File: src/rtl/pe_feeder.sv
// Feeds a processing element: loads one kernel of weights, then streams activation windows tagged with window/pool boundaries.
// Optional macro PE_FEEDER_STALL_CNT_EN adds a saturating count of STREAM cycles without an accepted activation beat.
module pe_feeder #(
    parameter int DATA_WID   = 8,
    parameter int ICP_NUM    = 4,
    parameter int ADDR_B     = 4,
    parameter int KERNEL_LEN = 9,
    parameter int POOL_WIN   = 4
) (
    input  logic                        clk,
    input  logic                        reset,
    input  logic                        start,
    input  logic [7:0]                  num_windows,
    input  logic                        wt_valid,
    input  logic [DATA_WID-1:0]         wt_data,
    output logic                        wt_ready,
    input  logic                        act_valid,
    input  logic [ICP_NUM*DATA_WID-1:0] act_data,
    output logic                        act_ready,
    output logic [1:0]                  pk_state,
    output logic [ICP_NUM*DATA_WID-1:0] pk_A,
    output logic [DATA_WID-1:0]         pk_wrb_data,
    output logic [ADDR_B-1:0]           pk_wrb_addr,
    output logic [ICP_NUM-1:0]          pk_wrb,
    output logic [ADDR_B-1:0]           pk_rdb_addr,
    output logic                        busy,
    output logic                        done,
    output logic [15:0]                 stall_cnt
);
    typedef enum logic [1:0] {S_IDLE, S_LOAD_WT, S_STREAM, S_DONE} state_t;

    localparam logic [1:0] PE_INVALID  = 2'd0;
    localparam logic [1:0] PE_VALID    = 2'd1;
    localparam logic [1:0] PE_CNN_FIN  = 2'd2;
    localparam logic [1:0] PE_POOL_FIN = 2'd3;

    localparam logic [ADDR_B-1:0] LAST_K = ADDR_B'(KERNEL_LEN - 1);
    localparam logic [7:0]        LAST_P = 8'(POOL_WIN - 1);

    state_t            state;
    logic [7:0]        nw_q;
    logic [7:0]        win_cnt;
    logic [7:0]        pool_cnt;
    logic [ADDR_B-1:0] wt_idx;
    logic [ADDR_B-1:0] beat_idx;
    logic              wt_acc;
    logic              act_acc;
    logic              last_beat;
    logic              last_win;
    logic              group_end;

    // Handshake: a beat transfers on a rising edge where valid and ready are both high.
    assign wt_ready  = (state == S_LOAD_WT);
    assign act_ready = (state == S_STREAM);
    assign busy      = (state != S_IDLE);
    assign wt_acc    = wt_valid & wt_ready;
    assign act_acc   = act_valid & act_ready;
    assign last_beat = (beat_idx == LAST_K);
    assign last_win  = ((win_cnt + 8'd1) == nw_q);
    assign group_end = (pool_cnt == LAST_P);

    always_ff @(posedge clk or negedge reset) begin
        if (!reset) begin
            state       <= S_IDLE;
            nw_q        <= '0;
            win_cnt     <= '0;
            pool_cnt    <= '0;
            wt_idx      <= '0;
            beat_idx    <= '0;
            pk_state    <= PE_INVALID;
            pk_A        <= '0;
            pk_wrb_data <= '0;
            pk_wrb_addr <= '0;
            pk_wrb      <= '0;
            pk_rdb_addr <= '0;
            done        <= 1'b0;
        end else begin
            // Bubble defaults; write/read addresses and weight data hold.
            pk_state <= PE_INVALID;
            pk_A     <= '0;
            pk_wrb   <= '0;
            done     <= 1'b0;
            case (state)
                S_IDLE: begin
                    if (start) begin
                        nw_q     <= num_windows;
                        win_cnt  <= '0;
                        pool_cnt <= '0;
                        wt_idx   <= '0;
                        beat_idx <= '0;
                        state    <= S_LOAD_WT;
                    end
                end
                S_LOAD_WT: begin
                    if (wt_acc) begin
                        pk_wrb_data <= wt_data;
                        pk_wrb_addr <= wt_idx;
                        pk_wrb      <= '1;
                        if (wt_idx == LAST_K) begin
                            wt_idx <= '0;
                            state  <= (nw_q != 8'd0) ? S_STREAM : S_DONE;
                        end else begin
                            wt_idx <= wt_idx + 1'b1;
                        end
                    end
                end
                S_STREAM: begin
                    if (act_acc) begin
                        pk_A        <= act_data;
                        pk_rdb_addr <= beat_idx;
                        if (last_beat) begin
                            beat_idx <= '0;
                            win_cnt  <= win_cnt + 8'd1;
                            pool_cnt <= group_end ? 8'd0 : pool_cnt + 8'd1;
                            pk_state <= (group_end || last_win) ? PE_POOL_FIN : PE_CNN_FIN;
                            if (last_win) state <= S_DONE;
                        end else begin
                            beat_idx <= beat_idx + 1'b1;
                            pk_state <= PE_VALID;
                        end
                    end
                end
                S_DONE: begin
                    done  <= 1'b1;
                    state <= S_IDLE;
                end
                default: state <= S_IDLE;
            endcase
        end
    end

`ifdef PE_FEEDER_STALL_CNT_EN
    logic [15:0] stall_q;

    always_ff @(posedge clk or negedge reset) begin
        if (!reset) begin
            stall_q <= '0;
        end else if (state == S_IDLE && start) begin
            stall_q <= '0;
        end else if (state == S_STREAM && !act_acc && stall_q != 16'hFFFF) begin
            stall_q <= stall_q + 16'd1;
        end
    end

    assign stall_cnt = stall_q;
`else
    assign stall_cnt = '0;
`endif

endmodule

File: config.mk
export PLATFORM = sky130hd
export DESIGN_NAME = pe_feeder
export DESIGN_NICKNAME = d
export VERILOG_FILES = /design/src/rtl/pe_feeder.sv
export SDC_FILE = /design/constraint.sdc
export NUM_CORES = 1
export LEC_CHECK = 0
export ABC_AREA = 1
export BUFFER_PORTS_ARGS = -buffer_cell sky130_fd_sc_hd__clkbuf_2
export CELL_PAD_IN_SITES_DETAIL_PLACEMENT = 0
export CELL_PAD_IN_SITES_GLOBAL_PLACEMENT = 1
export CORE_ASPECT_RATIO = 0.75
export CORE_MARGIN = 8
export CORE_UTILIZATION = 40
export DETAILED_ROUTE_END_ITERATION = 10
export PLACE_DENSITY_LB_ADDON = 0.1
export SLEW_MARGIN = 15
export SYNTH_ARGS = -nofsm -noshare
export SYNTH_HDL_FRONTEND = slang
export SYNTH_SLANG_ARGS = --single-unit
File: constraint.sdc
create_clock -name clk -period 4.7 [get_ports clk]
set_input_delay 0.235 -clock clk [delete_from_list [all_inputs] [get_ports clk]]
set_output_delay 0.235 -clock clk [all_outputs]
set_load 0.05 [all_outputs]
==> results of run 1 <==
==> metrics by stage <==
step	instances	setup slack (ps)	total power [uW]	utilization [%]	cell area, um^2
floorplan	448	2622	1873	-	3976
finish	683	2543	2792	50.39	4827
detailed placement	666	2566	2135	47.32	4533
global placement	666	2652	2124	47.32	4533
global route	683	2354	2978	50.39	4827
CTS	683	2551	2835	50.39	4827
==> flip-flops by register name, indices dropped and copies added, names as in the netlist, 2 cells and up <==
name	cells
beat_idx	4
nw_q	8
pk_A	32
pk_rdb_addr	4
pk_state	2
pk_wrb_addr	4
pk_wrb_data	8
pool_cnt	8
state	2
win_cnt	8
wt_idx	4
==> layer usage <==
metal / track usage, % / vias up / wire [um]
met5: 0 / - / 0
met4: 4.004 / 0 / 79
met3: 6.312 / 9 / 849
met2: 20.97 / 91 / 3970
met1: 18.56 / 1367 / 4188
li1: - / 1553 / -
==> critical path, cell delays in order, from the launching register on <==
cell and delay, ps:
dfrtp_1 440, inv_1 90, ha_1 290, inv_2 160
or2_4 150, nand2_2 70, a21oi_4 220, nand2_4 190
nor2_1 340, nor3b_2 80
==> cell usage in the layout (no fill, tap or decap), types with 2 or more instances in the layout <==
master and n:
nor2_1 48, o21ai_1 3, inv_1 67, nor3_1 3
a22o_1 2, mux2_2 5, nor3_2 3, ha_1 10
nor3b_2 2, clkbuf_16 9, nand3_1 31, buf_4 3
inv_2 4, nand3b_1 2, clkinv_2 2, conb_1 16
o21ai_0 20, o22ai_1 3, nand2_1 79, nor4_1 2
clkbuf_2 109, o21ai_2 2, dfrtp_1 86, nand4_1 6
a21oi_1 8, o21a_1 2, clkbuf_1 3, xor2_1 3
==> repair_timing <==
item / CTS / global route
hold buffers: 1 / 0
endpoints found under the hold margin: 37 / 0
setup buffers: 0 / 0
==> path summary, 6_finish.rpt <==
| path | endpoint | slack (ps) | from |
|---|---|---|---|
| min in group asynchronous | nw_q[1] | 410 | reset |
| worst max register to register | pool_cnt[6] | 2540 | state[0] |
| worst max-delay path | pool_cnt[6] | 2540 | state[0] |
| worst min register to register | pk_wrb_data[6] | 480 | pk_wrb_data[6] |
| max in group asynchronous | pk_rdb_addr[2] | 3290 | reset |
| worst min-delay path | pk_A[10] | 90 | act_data[10] |
==> area by class of cell <==
cell class	count	area (um^2)	area share [%]
inverter	72	270.3	5.599
timing repair buffer	113	578.1	11.98
clock inverter	4	47.55	0.9850
multi-input combinational	264	1378	28.54
sequential	86	2152	44.58
tap	132	165.2	3.421
clock buffer	12	236.5	4.899
==> logic make-up after synthesis <==
group,synth area share (%)
AND/OR/NAND/NOR,21.00
flip-flops,54.90
adder cells (fa/ha/maj),3.192
AO/OA/AOI/OAI,7.086
buffers and inverters,11.39
multiplexers,1.436
other,0.09566
XOR/XNOR,0.8939
==> where the power goes <==
part	leakage (uW)	switching (uW)	internal, uW
Sequential	0.00115	96.2	892
Clock	0.000137	273	410
Combinational	0.00138	855	266
Total	0.00267	1220	1570
==> out/qor.yml, run 1 <==
grt.overflow.total: 0
cts_max_path_buffers: 2
vias_per_cell: 4.422
synth_seq_area_share_pct: 54.90
wl_um: 9087
dp_hpwl_um: 6871
die_w_um: 130.3
synth-edff-count: 0
async_flop_share_pct: 100.0
antenna_left: 0
cts_buffers: 9
area_growth_pct: 23.14
power.density_nw_per_um2: 578.4
fin_worst_skew_ps: 5.511
cts_sinks: 86
grt_max_degree: 50
netlist-cell-type-count: 41
start_kind: "flip-flop"
nFillCells: 957
period_share_pct: 45.90
num_rows: 31
yosysTopAreaCell: "dfrtp_1"
syn_area_um2: 3920
synth_top_cells_by_area: "dfrtp_1 (55%), nand2_1 (7.6%), inv_1 (6.4%), nor2_1 (4.6%), nand3_1 (4.0%)"
io_buffer_count: 110
grt_use_total_pct: 14.25
hold_path_depth: 3
tns_ps: 0
cts_tree: "built"
ys_ff_latch: 86
layout-drive-gt1-share_pct: 27.04
first_global_vias: 2979
relSlewSlack_pct: 59.31
ir_drop_v: 0.0002795
critPathKind: "reg -> reg"
hold_path.class: "in -> reg"
antenna_found_initial: 0
num_vias: 3020
pin_count: 127
rsz0062_at_grt: "false"
leakage_uw: 0.002671
htreeDepth: 3
syn_avg_cell_area_um2: 9.053
synth_top_area_share_pct: 54.90
synth_ff_type: "dfrtp_1"
worstPathArrival_ps: 2360
critical_path_required_ps: 4900
drt_iter0_markers: 194
cts-resized-gates: 0
start_util_pct: 40.92
root_buffer: "clkbuf_16"
status: "complete, no violations"
final_nets: 609
finalCriticalPeriod_ps: 2157
whs_ps: 89.58
core_area_um2: 9580
yosysMostFrequentCell: "dfrtp_1"
dieHeight_um: 101.7
clk_pin_slew_worst_paths_ps: 60
setup_viol: 0
worst_pin_slew_ps: 610.4
drc_errors: 0
grt_first_pass_wirelength_um: 14750
diodes: 0
netlist_instances: 433
critPathCaptureType: "flip-flop"
reg2reg_depth: 9
synth_commonest_cells: "dfrtp_1 (86), nand2_1 (79), inv_1 (67)"
ys_warn_count: 0
clk_latency_ps: 330
hold_viol_final: 0
drtPass1Iterations: 4
place_congestion: 0.7961
fmax_ghz: 0.4635
cp_max_fo: 16
post_drt_wl_per_cell_um: 13.30
slew_violations: 0
drv_cap: 0
dieArea_um2: 13260
(Power assumes the default switching activity.)
==> inputs of run 2 (changes only) <==
CORE_UTILIZATION = 37   (was 40)
clock period = 2.2 ns   (was 4.7 ns; I/O delays follow)
==> out/qor.yml, run 2 (synthesized netlist as in run 1, its figures left out) <==
ir_drop_v: 0.0006126  # +120%
r2r-start: "state[0]"
hold_path.class: "in -> reg"
core_area_um2: 10290  # +7.4%
num_vias: 3247  # +7.5%
status: "complete, no violations"
worstPathArrival_ps: 2220  # -140 ps
start_kind: "flip-flop"
slew_violations: 0  # unchanged
grt.overflow.total: 0  # unchanged
tns_ps: 0  # unchanged
worst-r2r-setup-slack_ps: 230  # -2310 ps
num_rows: 32  # +3.2%
fin_worst_skew_ps: 7.038  # +1.527 ps
worst_pin_slew_ps: 535.7  # -74.63 ps
cpMostUsedCell: "nor3_2"
combPwrFrac_pct: 40.7  # +0.6 points
drtPass1Iterations: 4  # unchanged
grt_first_pass_wirelength_um: 17040  # +16%
die_w_um: 134.9  # +3.5%
slowest_stage: "dfrtp_1"
clk_latency_ps: 330  # about the same
cp_max_fo: 16  # unchanged
cts_tree: "built"
drc_errors: 0  # unchanged
final_nets: 657  # +7.9%
reg2reg_depth: 10  # +1
dieArea_um2: 14180  # +7.0%
power_switching_uw: 2679  # +120%
grt_use_total_pct: 14.84  # +0.58 points
critical_path_required_ps: 2450  # -2450 ps
p_int_uw: 3639  # +130%
critPathCaptureType: "flip-flop"
layout-drive-gt1-share_pct: 26.25  # -0.79 points
place_congestion: 0.7847  # -1.4%
p_sw_share_pct: 42.40  # -1.4 points
layout_common_cells: "clkbuf_2 (109), dfrtp_1 (86), nand2_1 (79)"
first_global_vias: 3423  # +15%
wl_um: 10170  # +12%
largest_reg_flops: 32  # unchanged
cts_buffers: 9  # unchanged
worstHoldStart: "num_windows[0]"
clk_pin_slew_worst_paths_ps: 60  # about the same
cts_sinks: 86  # unchanged
antenna_found_initial: 0  # unchanged
root_buffer: "clkbuf_16"
whs_ps: 13.65  # -75.92 ps
period_share_pct: 89.52  # +44 points
drt_iter0_markers: 87  # -55%
dieHeight_um: 105.1  # +3.4%
setup_viol: 0  # unchanged
hold_path_depth: 2  # -1
regMostFlops: "pk_A"
post_drt_wl_per_cell_um: 13.85  # +4.1%
pin_count: 127  # unchanged
p_seq_share_pct: 33.5  # -1.9 points
worst_hold_path.endpoint: "nw_q[0]"
relSlewSlack_pct: 64.29  # +5.0 points
start_util_pct: 38.10  # -2.8 points
nFillCells: 970  # +1.4%
critPathMaxStageDelay_ps: 430  # about the same
cts_max_path_buffers: 2  # unchanged
final_common_cell: "clkbuf_2"
clock_power_share_pct: 25.8  # +1.3 points
dp_hpwl_um: 7558  # +10%
leakage_uw: 0.002894  # +8.4%
hold_viol_final: 0  # unchanged
drv_cap: 0  # unchanged
grt_max_degree: 42  # -16%
reg2reg_to: "pool_cnt[7]"
area_growth_pct: 36.39
fmax_ghz: 0.5077  # +9.5%
finalCriticalPeriod_ps: 1970  # -187.9 ps
worstPathCellList: "inv_1, ha_1, inv_2, or2_2, nand2_2, a21oi_4, nand2_8, nor3_2, a21oi_1, nor3_2"
antenna_left: 0  # unchanged
rsz0062_at_grt: "false"
vias_per_cell: 4.424  # about the same
power.density_nw_per_um2: 1182  # +100%
htreeDepth: 3  # unchanged
critPathKind: "reg -> reg"
diodes: 0  # unchanged
io_buffer_count: 110  # unchanged
[run 2: cell count changes in the layout (fill, tap and decap cells not counted), sizes merged]
cell	change
bufinv	+1
buf	+7
clkinv	-2
dlygate4sd3	+41
[run 2: how the worst max path moves through the flow]
stage	depth (start not counted)	slack, ps	to	start
detailed placement	9	140	pool_cnt[6]	state[0]
floorplan	10	120	pool_cnt[4]	state[0]
global route	12	70	state[1]	win_cnt[0]
global placement	9	230	pool_cnt[6]	state[0]
CTS	10	110	pool_cnt[7]	state[0]
finish	10	230	pool_cnt[7]	state[0]
[run 2: per-layer routing]
layer,GRT usage [%],up-vias,share of wire (%)
met5,0,-,0
met4,3.677,0,1.3
met3,5.120,14,6.8
met2,23.25,88,46
met1,19.16,1493,46
li1,-,1652,-
[run 2: power groups by stage]
stage / clock (uW) / sequential (uW) / combinational, uW
after floorplan: 0 / 2780 / 1220
after global placement: 0 / 2140 / 2450
after detailed placement: 0 / 2150 / 2470
after CTS: 1690 / 2120 / 2530
after global routing: 1750 / 2160 / 2820
final: 1630 / 2120 / 2570
[run 2: timing repair]
action                                 in CTS  in global routing
resized for setup                           0                  2
buffers inserted                            0                  2
hold buffers                               42                  0
setup endpoints to repair                   0                  5
endpoints found under the hold margin      77                  0
[run 2: area by class of cell]
| class | count | area [um^2] | area share [%] |
|---|---|---|---|
| clock inverter | 3 | 67.56 | 1.264 |
| sequential | 86 | 2152 | 40.25 |
| tap | 136 | 170.2 | 3.183 |
| multi-input combinational | 264 | 1386 | 25.93 |
| clock buffer | 12 | 256.5 | 4.798 |
| timing repair buffer | 161 | 1041 | 19.47 |
| inverter | 72 | 272.8 | 5.102 |
[run 2: per-stage QoR]
step	util, %	cells	total power (uW)	setup slack, ps	cell area (um^2)
global route	51.96	734	6733	65.89	5346
detailed placement	44.47	675	4611	142.0	4576
CTS	51.70	732	6344	113.3	5320
floorplan	-	448	4001	121.6	3976
global placement	44.47	675	4582	227.5	4576
finish	51.96	734	6318	230.5	5346
[run 2: worst max-delay path: cells and delay by family (launching register included)]
kind	cells	cell delay (ps)
simple gates	5	680
flops	1	430
compound gates	2	320
fa+ha+maj	1	240
buf+inv	2	230
==> inputs of run 3 (changes only) <==
CORE_UTILIZATION = 40   (was 37)
SLEW_MARGIN = default   (was 15)
clock period = 2.5 ns   (was 2.2 ns; I/O delays follow)
==> out/qor.yml, run 3 (synthesized netlist as in run 1, its figures left out) <==
wl_um: 9678  # -4.8%
worst-r2r-setup-slack_ps: 440  # +210 ps
final_nets: 652  # -0.76%
worstPathCellList: "inv_1, ha_1, inv_2, or2_4, nand2_2, a21oi_4, nand2_4, nor2_1, nor3b_2"
slew_violations: 0  # unchanged
grt.overflow.total: 0  # unchanged
worst_pin_slew_ps: 502.7  # -33.05 ps
critPathMaxStageDelay_ps: 420  # about the same
setup_viol: 0  # unchanged
fin_ws_ps: 443.3  # +212.9 ps
start_kind: "flip-flop"
first_global_vias: 3196  # -6.6%
slowest_stage: "dfrtp_1"
place_congestion: 0.8132  # +3.6%
start_util_pct: 40.92  # +2.8 points
reg2reg_to: "pool_cnt[6]"
layout.cells.non_filler: 726  # -1.1%
r2r-start: "state[0]"
regMostFlops: "pk_A"
layout_common_cells: "clkbuf_2 (109), dfrtp_1 (86), nand2_1 (79)"
num_vias: 3225  # -0.68%
antenna_found_initial: 0  # unchanged
grt_first_pass_wirelength_um: 15580  # -8.5%
die_w_um: 130.3  # -3.4%
io_buffer_count: 110  # unchanged
critPathKind: "reg -> reg"
rsz0062_at_grt: "false"
cts_tree: "built"
dp_hpwl_um: 6934  # -8.3%
ir_drop_v: 0.0004442  # -27%
finalCriticalPeriod_ps: 2057  # +87.13 ps
reg2reg_depth: 9  # -1
layout-drive-gt1-share_pct: 26.09  # -0.16 points
hold_path.class: "in -> reg"
dieArea_um2: 13260  # -6.5%
drt_iter0_markers: 198  # +130%
diodes: 0  # unchanged
hold_viol_final: 0  # unchanged
power_uw: 5589  # -12%
fin_worst_skew_ps: 4.039  # -2.999 ps
htreeDepth: 3  # unchanged
drv_cap: 0  # unchanged
relSlewSlack_pct: 66.49  # +2.2 points
grt_max_degree: 42  # unchanged
drtPass1Iterations: 5  # +1
dieHeight_um: 101.7  # -3.2%
grt_use_total_pct: 15.05  # +0.21 points
largest_reg_flops: 32  # unchanged
num_rows: 31  # -3.1%
period_share_pct: 82.27  # -7.3 points
antenna_left: 0  # unchanged
root_buffer: "clkbuf_16"
worstPathArrival_ps: 2260  # +40 ps
clk_latency_ps: 330  # about the same
crit_end: "pool_cnt[6]"
dpl-instance-area_um2: 4556  # -0.44%
place_ws_ps: 452.8  # +310.8 ps
cts_sinks: 86  # unchanged
cp_max_fo: 16  # unchanged
dp_cells: 669  # -0.89%
final_common_cell: "clkbuf_2"
area_growth_pct: 35.78
fmax_ghz: 0.4862  # -4.2%
leakage_uw: 0.002891  # about the same
cp-startpoint: "state[0]"
critical_path_required_ps: 2710  # +260 ps
status: "complete, no violations"
final_area_um2: 5323  # -0.44%
vias_per_cell: 4.442  # +0.42%
cts_buffers: 9  # unchanged
power.density_nw_per_um2: 1050  # -11%
nFillCells: 894  # -7.8%
drc_errors: 0  # unchanged
post_drt_wl_per_cell_um: 13.33  # -3.8%
tns_ps: 0  # unchanged
core_area_um2: 9580  # -6.9%
critPathCaptureType: "flip-flop"
clk_pin_slew_worst_paths_ps: 60  # about the same
cts_max_path_buffers: 2  # unchanged
pin_count: 127  # unchanged
## run 3: report_power, final
| part | switching [uW] | internal (uW) | leakage [uW] | total [uW] |
|---|---|---|---|---|
| clock network | 532 | 1030 | 0.000176 | 1560 |
| registers | 184 | 1680 | 0.00115 | 1860 |
| logic | 1610 | 550 | 0.00156 | 2160 |
| total | 2330 | 3260 | 0.00289 | 5590 |
## run 3: how the worst min path moves through the flow
stage | to | slack, ps | cells after the start | startpoint
2_1_floorplan | beat_idx[0] | -170 | 0 | reset
3_3_place_gp | pool_cnt[0] | 130 | 1 | reset
3_5_place_dp | pool_cnt[0] | 130 | 1 | reset
4_1_cts | nw_q[0] | 10 | 2 | num_windows[0]
5_1_grt | nw_q[0] | 20 | 2 | num_windows[0]
6_report | nw_q[0] | 20 | 2 | num_windows[0]
## run 3: metrics by stage
stage	hold WS, ps	utilization (%)
2_1_floorplan	-170.6	-
3_3_place_gp	129.2	47.55
3_5_place_dp	129.3	47.55
4_1_cts	9.718	55.56
5_1_grt	17.39	55.56
6_report	22.10	55.56
## run 3: area by class of cell
type | count | area [um^2] | share of cell area, %
well taps | 132 | 165.2 | 3.103
repair buffers | 156 | 1001 | 18.81
clock buffers | 11 | 252.7 | 4.748
clock inverters | 5 | 103.9 | 1.951
inverters | 72 | 270.3 | 5.078
flip-flops and latches | 86 | 2152 | 40.43
multi-input cells | 264 | 1378 | 25.88
## run 3: timing repair
| action | 4_1_cts | 5_1_grt |
|---|---|---|
| resized for setup | 0 | 0 |
| buffers inserted | 0 | 0 |
| hold endpoints to repair | 75 | 0 |
| hold buffers | 41 | 0 |
## run 3: worst max-delay path: cells and delay by family, from the launching register on
| kind | cells | cell delay, ps |
|---|---|---|
| AO/OA/AOI/OAI | 1 | 220 |
| buffers and inverters | 2 | 220 |
| adder cells (fa/ha/maj) | 1 | 280 |
| flip-flops | 1 | 420 |
| AND/OR/NAND/NOR | 5 | 770 |
## run 3: per-layer routing
layer | track usage, % | wire length (um)
met5 | 0 | 0
met2 | 23.35 | 4433
met1 | 18.65 | 4385
met3 | 6.207 | 745
met4 | 4.893 | 114
